===== config.mk =====
export PLATFORM = sky130hd
export DESIGN_NAME = huff_decode_ctrl_flat
export DESIGN_NICKNAME = d
export VERILOG_FILES = /design/src/rtl/huff_decode_ctrl_if.sv /design/src/rtl/huff_decode_ctrl.sv /design/src/flat_wrapper.sv
export SDC_FILE = /design/constraint.sdc
export NUM_CORES = 1
export LEC_CHECK = 0
export ABC_AREA = 1
export ABC_CLOCK_PERIOD_IN_PS = 1900
export CAP_MARGIN = 10
export CORE_MARGIN = 3
export CORE_UTILIZATION = 40
export CTS_BUF_LIST = sky130_fd_sc_hd__clkbuf_8 sky130_fd_sc_hd__clkbuf_16
export DETAILED_ROUTE_END_ITERATION = 7
export PLACE_DENSITY = 0.74
export SYNTH_ARGS = -nofsm -noshare
export SYNTH_HDL_FRONTEND = slang
export SYNTH_SLANG_ARGS = --single-unit

===== constraint.sdc =====
create_clock -name clk -period 1.9 [get_ports clk]
set_input_delay 0.38 -clock clk [delete_from_list [all_inputs] [get_ports clk]]
set_output_delay 0.38 -clock clk [all_outputs]
set_load 0.05 [all_outputs]

===== src/rtl/huff_decode_ctrl_if.sv =====
// ---------------------------------------------------------------------------
// huff_decode_ctrl_if
//   Bundles the two byte-wide buses the Huffman decode sequencer drives:
//   the shared input FIFO read side and the code-dictionary write port.
//
//   Handshake semantics (both buses):
//     FIFO  : first-word-fall-through. fifo_data is valid whenever empty=0.
//             The consumer pops by raising r_en in a cycle where empty=0;
//             the head byte is consumed at the next rising clock edge.
//             r_en is never raised while empty=1.
//     DICT  : write-only strobe, no backpressure. dict_waddr and dict_wdata
//             are valid in every cycle where dict_we=1 and are written at
//             the next rising clock edge.
//
//   Modports
//     master : sequencer side (drives r_en and the dictionary write port)
//     slave  : FIFO / dictionary side
// ---------------------------------------------------------------------------
interface huff_decode_ctrl_if #(
    parameter int ADDR_W = 9
);
    logic              empty;
    logic [7:0]        fifo_data;
    logic              r_en;
    logic              dict_we;
    logic [ADDR_W-1:0] dict_waddr;
    logic [7:0]        dict_wdata;

    modport master (
        input  empty,
        input  fifo_data,
        output r_en,
        output dict_we,
        output dict_waddr,
        output dict_wdata
    );

    modport slave (
        output empty,
        output fifo_data,
        input  r_en,
        input  dict_we,
        input  dict_waddr,
        input  dict_wdata
    );
endinterface


===== src/rtl/huff_decode_ctrl.sv =====
// ---------------------------------------------------------------------------
// huff_decode_ctrl
//   Top-level sequencer of the Huffman decode datapath. Parses the 3-byte
//   stream header (entry count N, 16-bit character total) from the shared
//   input FIFO, copies N*DICT_BYTES dictionary bytes into the dictionary,
//   then hands the FIFO to the decode path and counts emitted characters
//   until the declared total is reached. Completion and errors are sticky
//   until the next start.
//
//   Optional feature (macro DEC_WDT_EN): watchdog that aborts DECODE with
//   err_code 3 when no character is emitted for WDT_CYCLES non-stalled
//   cycles. Without the macro there is no watchdog logic at all.
//
//   Ports
//     clk, n_rst  : clock, asynchronous active-low reset
//     start       : one-cycle pulse, begins a stream (ignored while busy)
//     bus         : FIFO read side + dictionary write port (master modport)
//     dec_r_en    : FIFO read request from the decode path
//     chsent      : one pulse per decoded character written out
//     dict_err    : decode path found no dictionary match
//     out_full    : output FIFO full, stalls the decode path
//     dict_ready  : dictionary loaded, decode path may run
//     dec_en      : decode path enable
//     busy        : sequencer active (not IDLE/DONE/ERR)
//     done, err   : sticky completion / error flags
//     err_code    : 0 none, 1 bad header, 2 dict_err, 3 watchdog
//     char_cnt    : characters emitted in the current stream (saturating)
//     dbg_state   : current FSM state encoding
// ---------------------------------------------------------------------------
module huff_decode_ctrl #(
    parameter int DICT_BYTES  = 2,
    parameter int MAX_ENTRIES = 256,
    parameter int ADDR_W      = 9,
    parameter int WDT_CYCLES  = 1024
) (
    input  logic                clk,
    input  logic                n_rst,
    input  logic                start,
    huff_decode_ctrl_if.master  bus,
    input  logic                dec_r_en,
    input  logic                chsent,
    input  logic                dict_err,
    input  logic                out_full,
    output logic                dict_ready,
    output logic                dec_en,
    output logic                busy,
    output logic                done,
    output logic                err,
    output logic [1:0]          err_code,
    output logic [15:0]         char_cnt,
    output logic [2:0]          dbg_state
);

    typedef enum logic [2:0] {
        S_IDLE       = 3'd0,
        S_HDR_N      = 3'd1,
        S_HDR_LEN_HI = 3'd2,
        S_HDR_LEN_LO = 3'd3,
        S_LOAD       = 3'd4,
        S_DECODE     = 3'd5,
        S_DONE       = 3'd6,
        S_ERR        = 3'd7
    } state_t;

    localparam logic [1:0] ERR_NONE = 2'd0;
    localparam logic [1:0] ERR_HDR  = 2'd1;
    localparam logic [1:0] ERR_DICT = 2'd2;
`ifdef DEC_WDT_EN
    localparam logic [1:0] ERR_WDT  = 2'd3;
`endif

    localparam logic [31:0] DICT_BYTES_U  = 32'(DICT_BYTES);
    localparam logic [31:0] MAX_ENTRIES_U = 32'(MAX_ENTRIES);

    // Parameter sanity: the address register must reach the last entry.
    if ((MAX_ENTRIES * DICT_BYTES - 1) >= (1 << ADDR_W) || WDT_CYCLES < 1)
    begin : g_param_check
        $error("huff_decode_ctrl: inconsistent ADDR_W/MAX_ENTRIES/WDT_CYCLES");
    end

    state_t            state;
    logic [15:0]       total;
    logic [ADDR_W-1:0] waddr;
    logic [ADDR_W-1:0] last_addr;   // N*DICT_BYTES-1, latched from the header

    logic              empty;
    logic [7:0]        fifo_data;
    logic              r_en_c;
    logic              dict_we_c;
    logic              dec_en_c;
    logic [8:0]        n_val;
    logic [31:0]       n_bytes;
    logic [ADDR_W-1:0] last_calc;
    logic [15:0]       cnt_next;
    logic [15:0]       total_lo_calc;

`ifdef DEC_WDT_EN
    localparam int WDT_W = $clog2(WDT_CYCLES + 1);
    localparam logic [WDT_W-1:0] WDT_LIMIT = WDT_W'(WDT_CYCLES);
    logic [WDT_W-1:0] wdt_cnt;
    logic [WDT_W-1:0] wdt_next;
    assign wdt_next = wdt_cnt + 1'b1;
`endif

    assign empty     = bus.empty;
    assign fifo_data = bus.fifo_data;

    // Header byte 0 encodes 256 entries.
    assign n_val         = (fifo_data == 8'd0) ? 9'd256 : {1'b0, fifo_data};
    assign n_bytes       = 32'(n_val) * DICT_BYTES_U;
    assign last_calc     = ADDR_W'(n_bytes - 32'd1);
    assign cnt_next      = (char_cnt == 16'hFFFF) ? char_cnt : char_cnt + 16'd1;
    assign total_lo_calc = {total[15:8], fifo_data};

    // FIFO pop and dictionary strobe are combinational so that a popped
    // byte is written to the dictionary in the same cycle.
    always_comb begin
        r_en_c    = 1'b0;
        dict_we_c = 1'b0;
        dec_en_c  = 1'b0;
        case (state)
            S_HDR_N, S_HDR_LEN_HI, S_HDR_LEN_LO: begin
                r_en_c = !empty;
            end
            S_LOAD: begin
                r_en_c    = !empty;
                dict_we_c = !empty;
            end
            S_DECODE: begin
                dec_en_c = !out_full;
                r_en_c   = dec_r_en & !empty & !out_full;
            end
            default: begin
                r_en_c = 1'b0;
            end
        endcase
    end

    assign bus.r_en       = r_en_c;
    assign bus.dict_we    = dict_we_c;
    assign bus.dict_waddr = waddr;
    assign bus.dict_wdata = dict_we_c ? fifo_data : 8'h00;
    assign dec_en         = dec_en_c;

    // busy is a pure decode of the state register.
    assign busy      = !((state == S_IDLE) || (state == S_DONE) || (state == S_ERR));
    assign dbg_state = state;

    always_ff @(posedge clk or negedge n_rst) begin
        if (!n_rst) begin
            state      <= S_IDLE;
            total      <= 16'd0;
            waddr      <= '0;
            last_addr  <= '0;
            dict_ready <= 1'b0;
            done       <= 1'b0;
            err        <= 1'b0;
            err_code   <= ERR_NONE;
            char_cnt   <= 16'd0;
`ifdef DEC_WDT_EN
            wdt_cnt    <= '0;
`endif
        end else begin
            case (state)
                S_IDLE, S_DONE, S_ERR: begin
                    if (start) begin
                        state      <= S_HDR_N;
                        done       <= 1'b0;
                        err        <= 1'b0;
                        err_code   <= ERR_NONE;
                        char_cnt   <= 16'd0;
                        waddr      <= '0;
                        dict_ready <= 1'b0;
                    end
                end

                S_HDR_N: begin
                    if (!empty) begin
                        if (32'(n_val) > MAX_ENTRIES_U) begin
                            state    <= S_ERR;
                            err      <= 1'b1;
                            err_code <= ERR_HDR;
                        end else begin
                            last_addr <= last_calc;
                            state     <= S_HDR_LEN_HI;
                        end
                    end
                end

                S_HDR_LEN_HI: begin
                    if (!empty) begin
                        total[15:8] <= fifo_data;
                        state       <= S_HDR_LEN_LO;
                    end
                end

                S_HDR_LEN_LO: begin
                    if (!empty) begin
                        total[7:0] <= fifo_data;
                        // An empty stream finishes without loading the dictionary.
                        if (total_lo_calc == 16'd0) begin
                            state <= S_DONE;
                            done  <= 1'b1;
                        end else begin
                            state <= S_LOAD;
                        end
                    end
                end

                S_LOAD: begin
                    if (!empty) begin
                        waddr <= waddr + 1'b1;
                        if (waddr == last_addr) begin
                            state      <= S_DECODE;
                            dict_ready <= 1'b1;
`ifdef DEC_WDT_EN
                            wdt_cnt    <= '0;
`endif
                        end
                    end
                end

                S_DECODE: begin
                    if (chsent) begin
                        char_cnt <= cnt_next;
                    end
                    // dict_err takes priority over a completing chsent.
                    if (dict_err) begin
                        state      <= S_ERR;
                        err        <= 1'b1;
                        err_code   <= ERR_DICT;
                        dict_ready <= 1'b0;
                    end else if (chsent) begin
`ifdef DEC_WDT_EN
                        wdt_cnt <= '0;
`endif
                        if (cnt_next == total) begin
                            state      <= S_DONE;
                            done       <= 1'b1;
                            dict_ready <= 1'b0;
                        end
                    end
`ifdef DEC_WDT_EN
                    else if (!out_full) begin
                        // Stalled cycles (out_full) do not age the watchdog.
                        if (wdt_next == WDT_LIMIT) begin
                            state      <= S_ERR;
                            err        <= 1'b1;
                            err_code   <= ERR_WDT;
                            dict_ready <= 1'b0;
                        end else begin
                            wdt_cnt <= wdt_next;
                        end
                    end
`endif
                end

                default: begin
                    state <= S_IDLE;
                end
            endcase
        end
    end

endmodule

===== src/flat_wrapper.sv =====
// flat-port wrapper written by rule: the top's interface ports become plain ports
module huff_decode_ctrl_flat 
#(
    parameter int DICT_BYTES  = 2,
    parameter int MAX_ENTRIES = 256,
    parameter int ADDR_W      = 9,
    parameter int WDT_CYCLES  = 1024
)
  (clk, n_rst, start, dec_r_en, chsent, dict_err, out_full, dict_ready, dec_en, busy, done, err, err_code, char_cnt, dbg_state, bus_empty, bus_fifo_data, bus_r_en, bus_dict_we, bus_dict_waddr, bus_dict_wdata);
  huff_decode_ctrl_if #(.ADDR_W(ADDR_W)) bus_i ();
  input  logic clk;
  input  logic n_rst;
  input  logic start;
  input  logic dec_r_en;
  input  logic chsent;
  input  logic dict_err;
  input  logic out_full;
  output logic dict_ready;
  output logic dec_en;
  output logic busy;
  output logic done;
  output logic err;
  output logic [1:0] err_code;
  output logic [15:0] char_cnt;
  output logic [2:0] dbg_state;
  input wire logic [$bits(bus_i.empty)-1:0] bus_empty;
  input wire logic [$bits(bus_i.fifo_data)-1:0] bus_fifo_data;
  output wire logic [$bits(bus_i.r_en)-1:0] bus_r_en;
  output wire logic [$bits(bus_i.dict_we)-1:0] bus_dict_we;
  output wire logic [$bits(bus_i.dict_waddr)-1:0] bus_dict_waddr;
  output wire logic [$bits(bus_i.dict_wdata)-1:0] bus_dict_wdata;
  assign bus_i.empty = bus_empty;
  assign bus_i.fifo_data = bus_fifo_data;
  assign bus_r_en = bus_i.r_en;
  assign bus_dict_we = bus_i.dict_we;
  assign bus_dict_waddr = bus_i.dict_waddr;
  assign bus_dict_wdata = bus_i.dict_wdata;
  huff_decode_ctrl #(.DICT_BYTES(DICT_BYTES), .MAX_ENTRIES(MAX_ENTRIES), .ADDR_W(ADDR_W), .WDT_CYCLES(WDT_CYCLES)) u_core (.clk(clk), .n_rst(n_rst), .start(start), .bus(bus_i), .dec_r_en(dec_r_en), .chsent(chsent), .dict_err(dict_err), .out_full(out_full), .dict_ready(dict_ready), .dec_en(dec_en), .busy(busy), .done(done), .err(err), .err_code(err_code), .char_cnt(char_cnt), .dbg_state(dbg_state));
endmodule

* After elaboration in Yosys (flattened, before gate mapping)
Index checks and enable logic that the tools add are counted.
Word-level totals: register bits after elaboration 58, logic and storage cells 112, output and inout port bits 45, bits of input ports 16
Operators by class: $add $sub $neg 3, bitwise operators 4, reductions and logical operators 24, multiplexer cells 46, equality and inequality tests 24, magnitude comparators 1
Operators by type and width (count):
- 16-bit 2-to-1 mux | 3
- 16-bit one-hot mux with 2 select lines | 1
- 3-bit 2-to-1 mux | 10
- 9-bit 2-to-1 mux | 3
- 3-bit one-hot mux with 6 select lines | 1
- 9-bit one-hot mux with 2 select lines | 1
- 16-bit by 1-bit adder with 16-bit output, second input constant | 1
- 16-bit equality test | 1
- 16-bit equality test, second input constant | 1
- 16-bit logical NOT | 1
- 1-bit 2-to-1 mux | 16
- 2-bit != test, second input constant | 8
- 3-bit equality test, second input constant | 4
- 2-bit 2-to-1 mux | 5
- 9-bit by 1-bit adder with 9-bit output, second input constant | 1
- 9-bit equality test | 1
- 9-bit greater-than comparator, second input constant | 1
- 1-bit one-hot mux with 3 select lines | 3
- 3-bit AND reduction | 3
- 3-bit nonzero test | 3
- 9-bit by 1-bit subtractor with 9-bit output, second input constant | 1
- 8-bit logical NOT | 1
- 8-bit 2-to-1 mux | 1
- 2-bit by 1-bit != test with 1-bit output, second input constant | 4
- other kinds (19) | 27

* Longest topological paths before layout
Gate-level depths: netlist of the first run.
depth after elaboration 7, mapped depth 18, mapped depth without buffers 17

* Least setup slack after synthesis of the first run
Ideal clock, no wire load.
path kind register to output, start point reg u_core.state[0], in the netlist u_core.dbg_state[0], end point out bus_r_en, stages on the path, launching flop included 9, arrival time 3217 ps, buffers on the path 0, data required time 1520 ps, slack -1697 ps, cell sequence dfrtp_1 > inv_2 > nor2_2 > inv_2 > nor2_4 > inv_2 > nor2_1 > nand2_1 > a211oi_1
On the way: longest elaborated chain between the ends 3, elaborated cells on any way between the ends 7, classes of those cells eq/ne: 5; mux: 1; reduce/logical: 1
RTL lines:
- start, declared | line huff_decode_ctrl.sv:81 | state_t state;
- start signal, assigned | line huff_decode_ctrl.sv:151 | state <= S_IDLE;
- start signal, assigned | line huff_decode_ctrl.sv:167 | state <= S_HDR_N;
- start signal, assigned | line huff_decode_ctrl.sv:180 | state <= S_ERR;
- 3-bit by 1-bit equality test with 1-bit output (tied with other cells) | line huff_decode_ctrl.sv:121 | case (state)
- 4-bit OR reduction (no source line)
- 1-bit one-hot mux with 2 select lines * | line huff_decode_ctrl.sv:121
- end, declared | line flat_wrapper.sv:28 | output wire logic [$bits(bus_i.r_en)-1:0] bus_r_en;
Every way passes the cells marked *; elsewhere a longest branch is shown, timed or not.

* Worst setup path in the final report of the first run
start point reg u_core.state[1], in the netlist u_core.dbg_state[1], end point out bus_r_en
The elaborated chain is that of the path after synthesis.

==> run_results.csv, run 1 <==
group,metric,value,unit
timing,worstMarginPinSlew,0.745,ns
pwr,irDropWorstVdd,0.611,mV
clock_tree,clk_pin_slew,0.08,ns
timing,maxSlewViolCount,0,
logic_synthesis,synthTopCellsByArea,"dfrtp_1 (40%), nand2_1 (17%), inv_1 (6.8%)",
worst_setup_path,cpMaxStageDelayCell,"dfrtp_2",
global_route,grt_antenna_before_repair,0,
routing,wl_met2,5.92,mm
floorplanning,num_io_pins,61,
logic_synthesis,ys_seq_area_frac,0.395,
logic_synthesis,synth.most_common_cell,"nand2_1",
min_path,hp-class,"primary input to asynchronous set/reset pin",
pwr,switching_share,0.433,
timing,max_freq,454,MHz
placed_design,routabilityCongestion,0.938,
routing,dr.pass1.iters,5,
run_status,outcome,"complete, but fails checks",
clock_tree,clock_path_buffers,2,
pwr,switchingPower,0.00297,W
logic_synthesis,ys_types,33,
routing,drt_wl_total,12.0,mm
pwr,power_density,1150,nW/um^2
pwr,combPwrFrac,0.514,
timing,skew,0.0114,ns
run_status,violations,"negative setup slack",
logic_synthesis,synth_edf_count,0,
worst_setup_path,crit_arrival,1.82,ns
finish,final_cells,824,
timing,period_needed,2.20,ns
pwr,p_int,0.00389,W
pwr,seq_power_share,0.278,
routing,m1WireLength,4.99,mm
floorplanning,start_util,0.417,
floorplanning,die_height,102,microns
floorplanning,dieArea,10400,sq um
routing,wl_met3,748,microns
global_route,overflow,0,
timing,rsz0062_at_grt,"yes",
worst_setup_path,critPathLaunchType,"flop",
clock_tree,numCtsBuffers,9,
placed_design,dp_cells,792,
routing,drt_iter0_drc,265,
logic_synthesis,synth_nets,553,
clock_tree,cts_root_buffer,"clkbuf_8",
timing,hold_viol_final,0,
timing,fin_ws,-0.301,ns
logic_synthesis,yosys.area.top_type,"dfrtp_1",
finish,drive_gt1_frac,0.395,
timing,timing.final.crit_share,1.16,
logic_synthesis,netlist_instances,534,
pwr,p_leak,2.93,nW
logic_synthesis,ys.flop_type,"dfrtp_1",
timing,holdWs,0.0237,ns
logic_synthesis,ys_warn_count,0,
logic_synthesis,async_flop_share,1.00,
worst_setup_path,crit_path_end_kind,"output pin",
clock_tree,cts_tree,"built",
routing,vias,4269,
timing,slew_headroom,0.502,
clock_tree,worstSkewPairLatency,0.34,ns
routing,ant_nets,0,
flow_run,drv_cap,0,
clock_tree,ctsHoldBuffers,0,
logic_synthesis,netlist_area,3670,sq um
logic_synthesis,synth_top_area_frac,0.395,
logic_synthesis,syn_avg_cell_area,6.88,sq um
timing,setup_viol,20,
global_route,grt_pass1_vias,4229,
worst_setup_path,crit_required,1.52,ns
pwr,p_clk_frac,0.209,
floorplanning,fp.dieW,102,microns
floorplanning,core,8810,sq um
placed_design,dp_hpwl,8.52,mm
routing,wl_per_cell,14.6,microns
clock_tree,cts_max_level,3,
global_route,grt_pass1_wl,19.7,mm
worst_setup_path,cp_cell_sequence,"inv_1, nor2_2, nor2_4, nand2_4, inv_4, nand2_2, inv_2, a211oi_4, buf_12",
global_route,grt_max_degree,59,
routing,routed_via_density,5.18,
finish,area_growth_syn_to_layout,62.2,%
clock_tree,cts_num_sinks,58,
finish,fillCellCount,687,
floorplanning,row_count,34,
routing,drc,0,
worst_setup_path,crit_type,"flop to output pin",
worst_setup_path,worstPathMaxFanout,6,
global_route,grtUsageTotal,0.239,
worst_setup_path,cp_slowest_stage_delay,0.46,ns
logic_synthesis,synth_common_cells,"nand2_1 (163), inv_1 (67), dfrtp_1 (58)",
logic_synthesis,ys_seq_elements,58,
routing,top_layer,"met4",
finish,num_antenna_cells,0,
finish,nets,730,
placed_design,port_buffers,60,
-- repair_timing --
action	4_1_cts	5_1_grt
endpoints found under the setup margin	23	45
gates cloned	4	1
buffers inserted	10	2
resized for setup	60	28
pin swaps	21	11
-- critical path, delay by kind of cell, from the launching register on --
family / cells / cell delay, ns
simple gates: 4 / 0.46
compound gates: 1 / 0.19
flops: 1 / 0.46
buf+inv: 4 / 0.37
-- per-stage QoR --
stage	utilization	setup TNS, ns	cell area [sq um]	power, W	setup WS, ns
6_report	0.676	-3.64	5960	0.00687	-0.301
4_1_cts	0.665	-3.22	5860	0.00666	-0.279
2_1_floorplan	-	-8.10	3810	0.00380	-0.506
3_5_place_dp	0.603	-3.76	5310	0.00499	-0.601
5_1_grt	0.676	-5.88	5960	0.00728	-0.382
3_3_place_gp	0.603	-2.99	5310	0.00490	-0.501
-- layer usage --
layer	GRT usage	vias up
met4	0.0787	0
met3	0.0457	33
met1	0.305	1998
met5	0	-
met2	0.411	163
li1	-	2075
-- power groups by stage --
stage / registers (W) / logic (W) / clock network, W
floorplan: 0.00216 / 0.00163 / 0
global route: 0.00195 / 0.00382 / 0.00151
detailed placement: 0.00191 / 0.00309 / 0
CTS: 0.00190 / 0.00332 / 0.00145
global placement: 0.00189 / 0.00301 / 0
finish: 0.00191 / 0.00353 / 0.00143
-- placed cells by master, fill, tap and decap left out, drive strengths merged, types with 11 or more instances in the layout --
cell type	synthesis	final
inv	78	79
nand4	15	15
nand2	169	172
nor2	62	62
a21oi	11	11
o21ai	50	50
dfrtp	58	58
buf	4	154
clkdlybuf4s50	0	12
nand3	46	46
-- cell families (layout without fill, tap and decap cells) --
logic type / count (synthesis) / after routing / synth area share
flops: 58 / 58 / 0.395
compound gates: 74 / 74 / 0.109
fa+ha+maj: 3 / 3 / 0.0102
simple gates: 303 / 306 / 0.369
xor+xnor: 10 / 10 / 0.0238
buf+inv: 86 / 265 / 0.0923
-- registers in the layout (all words and copies together) (netlist names) --
name / flops
u_core.last_addr: 9
u_core.total: 16
u_core.char_cnt: 16
u_core.err_code: 2
u_core.dict_ready: 1
u_core.bus.dict_waddr: 9
u_core.err: 1
u_core.dbg_state: 3
u_core.done: 1
-- area by class of cell --
class	count	area (sq um)	area share
repair inverters	1	6.26	0.00105
clock inverters	7	125	0.0210
well taps	108	135	0.0227
flip-flops and latches	58	1470	0.246
clock buffers	9	124	0.0208
inverters	78	319	0.0536
multi-input cells	393	2260	0.380
repair buffers	170	1520	0.255
-- final timing paths --
kind | slack, ns | end | start | depth (start not counted)
max reg2reg | -0.25 | u_core.done$_DFFE_PN0P_ | u_core.dbg_state[1]$_DFFE_PN0P_ | 12
min | 0.02 | u_core.char_cnt[14]$_DFFE_PN0P_ | n_rst | 2
max | -0.30 | bus_r_en | u_core.dbg_state[1]$_DFFE_PN0P_ | 9
min in group clk | 0.48 | u_core.err_code[0]$_DFFE_PN0P_ | u_core.err_code[0]$_DFFE_PN0P_ | 2
max in group asynchronous | 1.57 | u_core.dbg_state[0]$_DFFE_PN0P_ | n_rst | 2
min reg2reg | 0.48 | u_core.err_code[0]$_DFFE_PN0P_ | u_core.err_code[0]$_DFFE_PN0P_ | 2
Power figures use the tool's default switching activity.
==> inputs of run 2 (changes only) <==
--- a/config.mk
+++ b/config.mk
@@ -10,7 +10,7 @@
 export CAP_MARGIN = 10
 export CORE_MARGIN = 3
 export CORE_UTILIZATION = 40
-export CTS_BUF_LIST = sky130_fd_sc_hd__clkbuf_8 sky130_fd_sc_hd__clkbuf_16
+export CTS_BUF_LIST = sky130_fd_sc_hd__clkbuf_2 sky130_fd_sc_hd__clkbuf_4 sky130_fd_sc_hd__clkbuf_8
 export DETAILED_ROUTE_END_ITERATION = 7
 export PLACE_DENSITY = 0.74
 export SYNTH_ARGS = -nofsm -noshare
==> results of run 2 <==
Same layout as run 1: the final DEF is identical, and so are final timing and power.
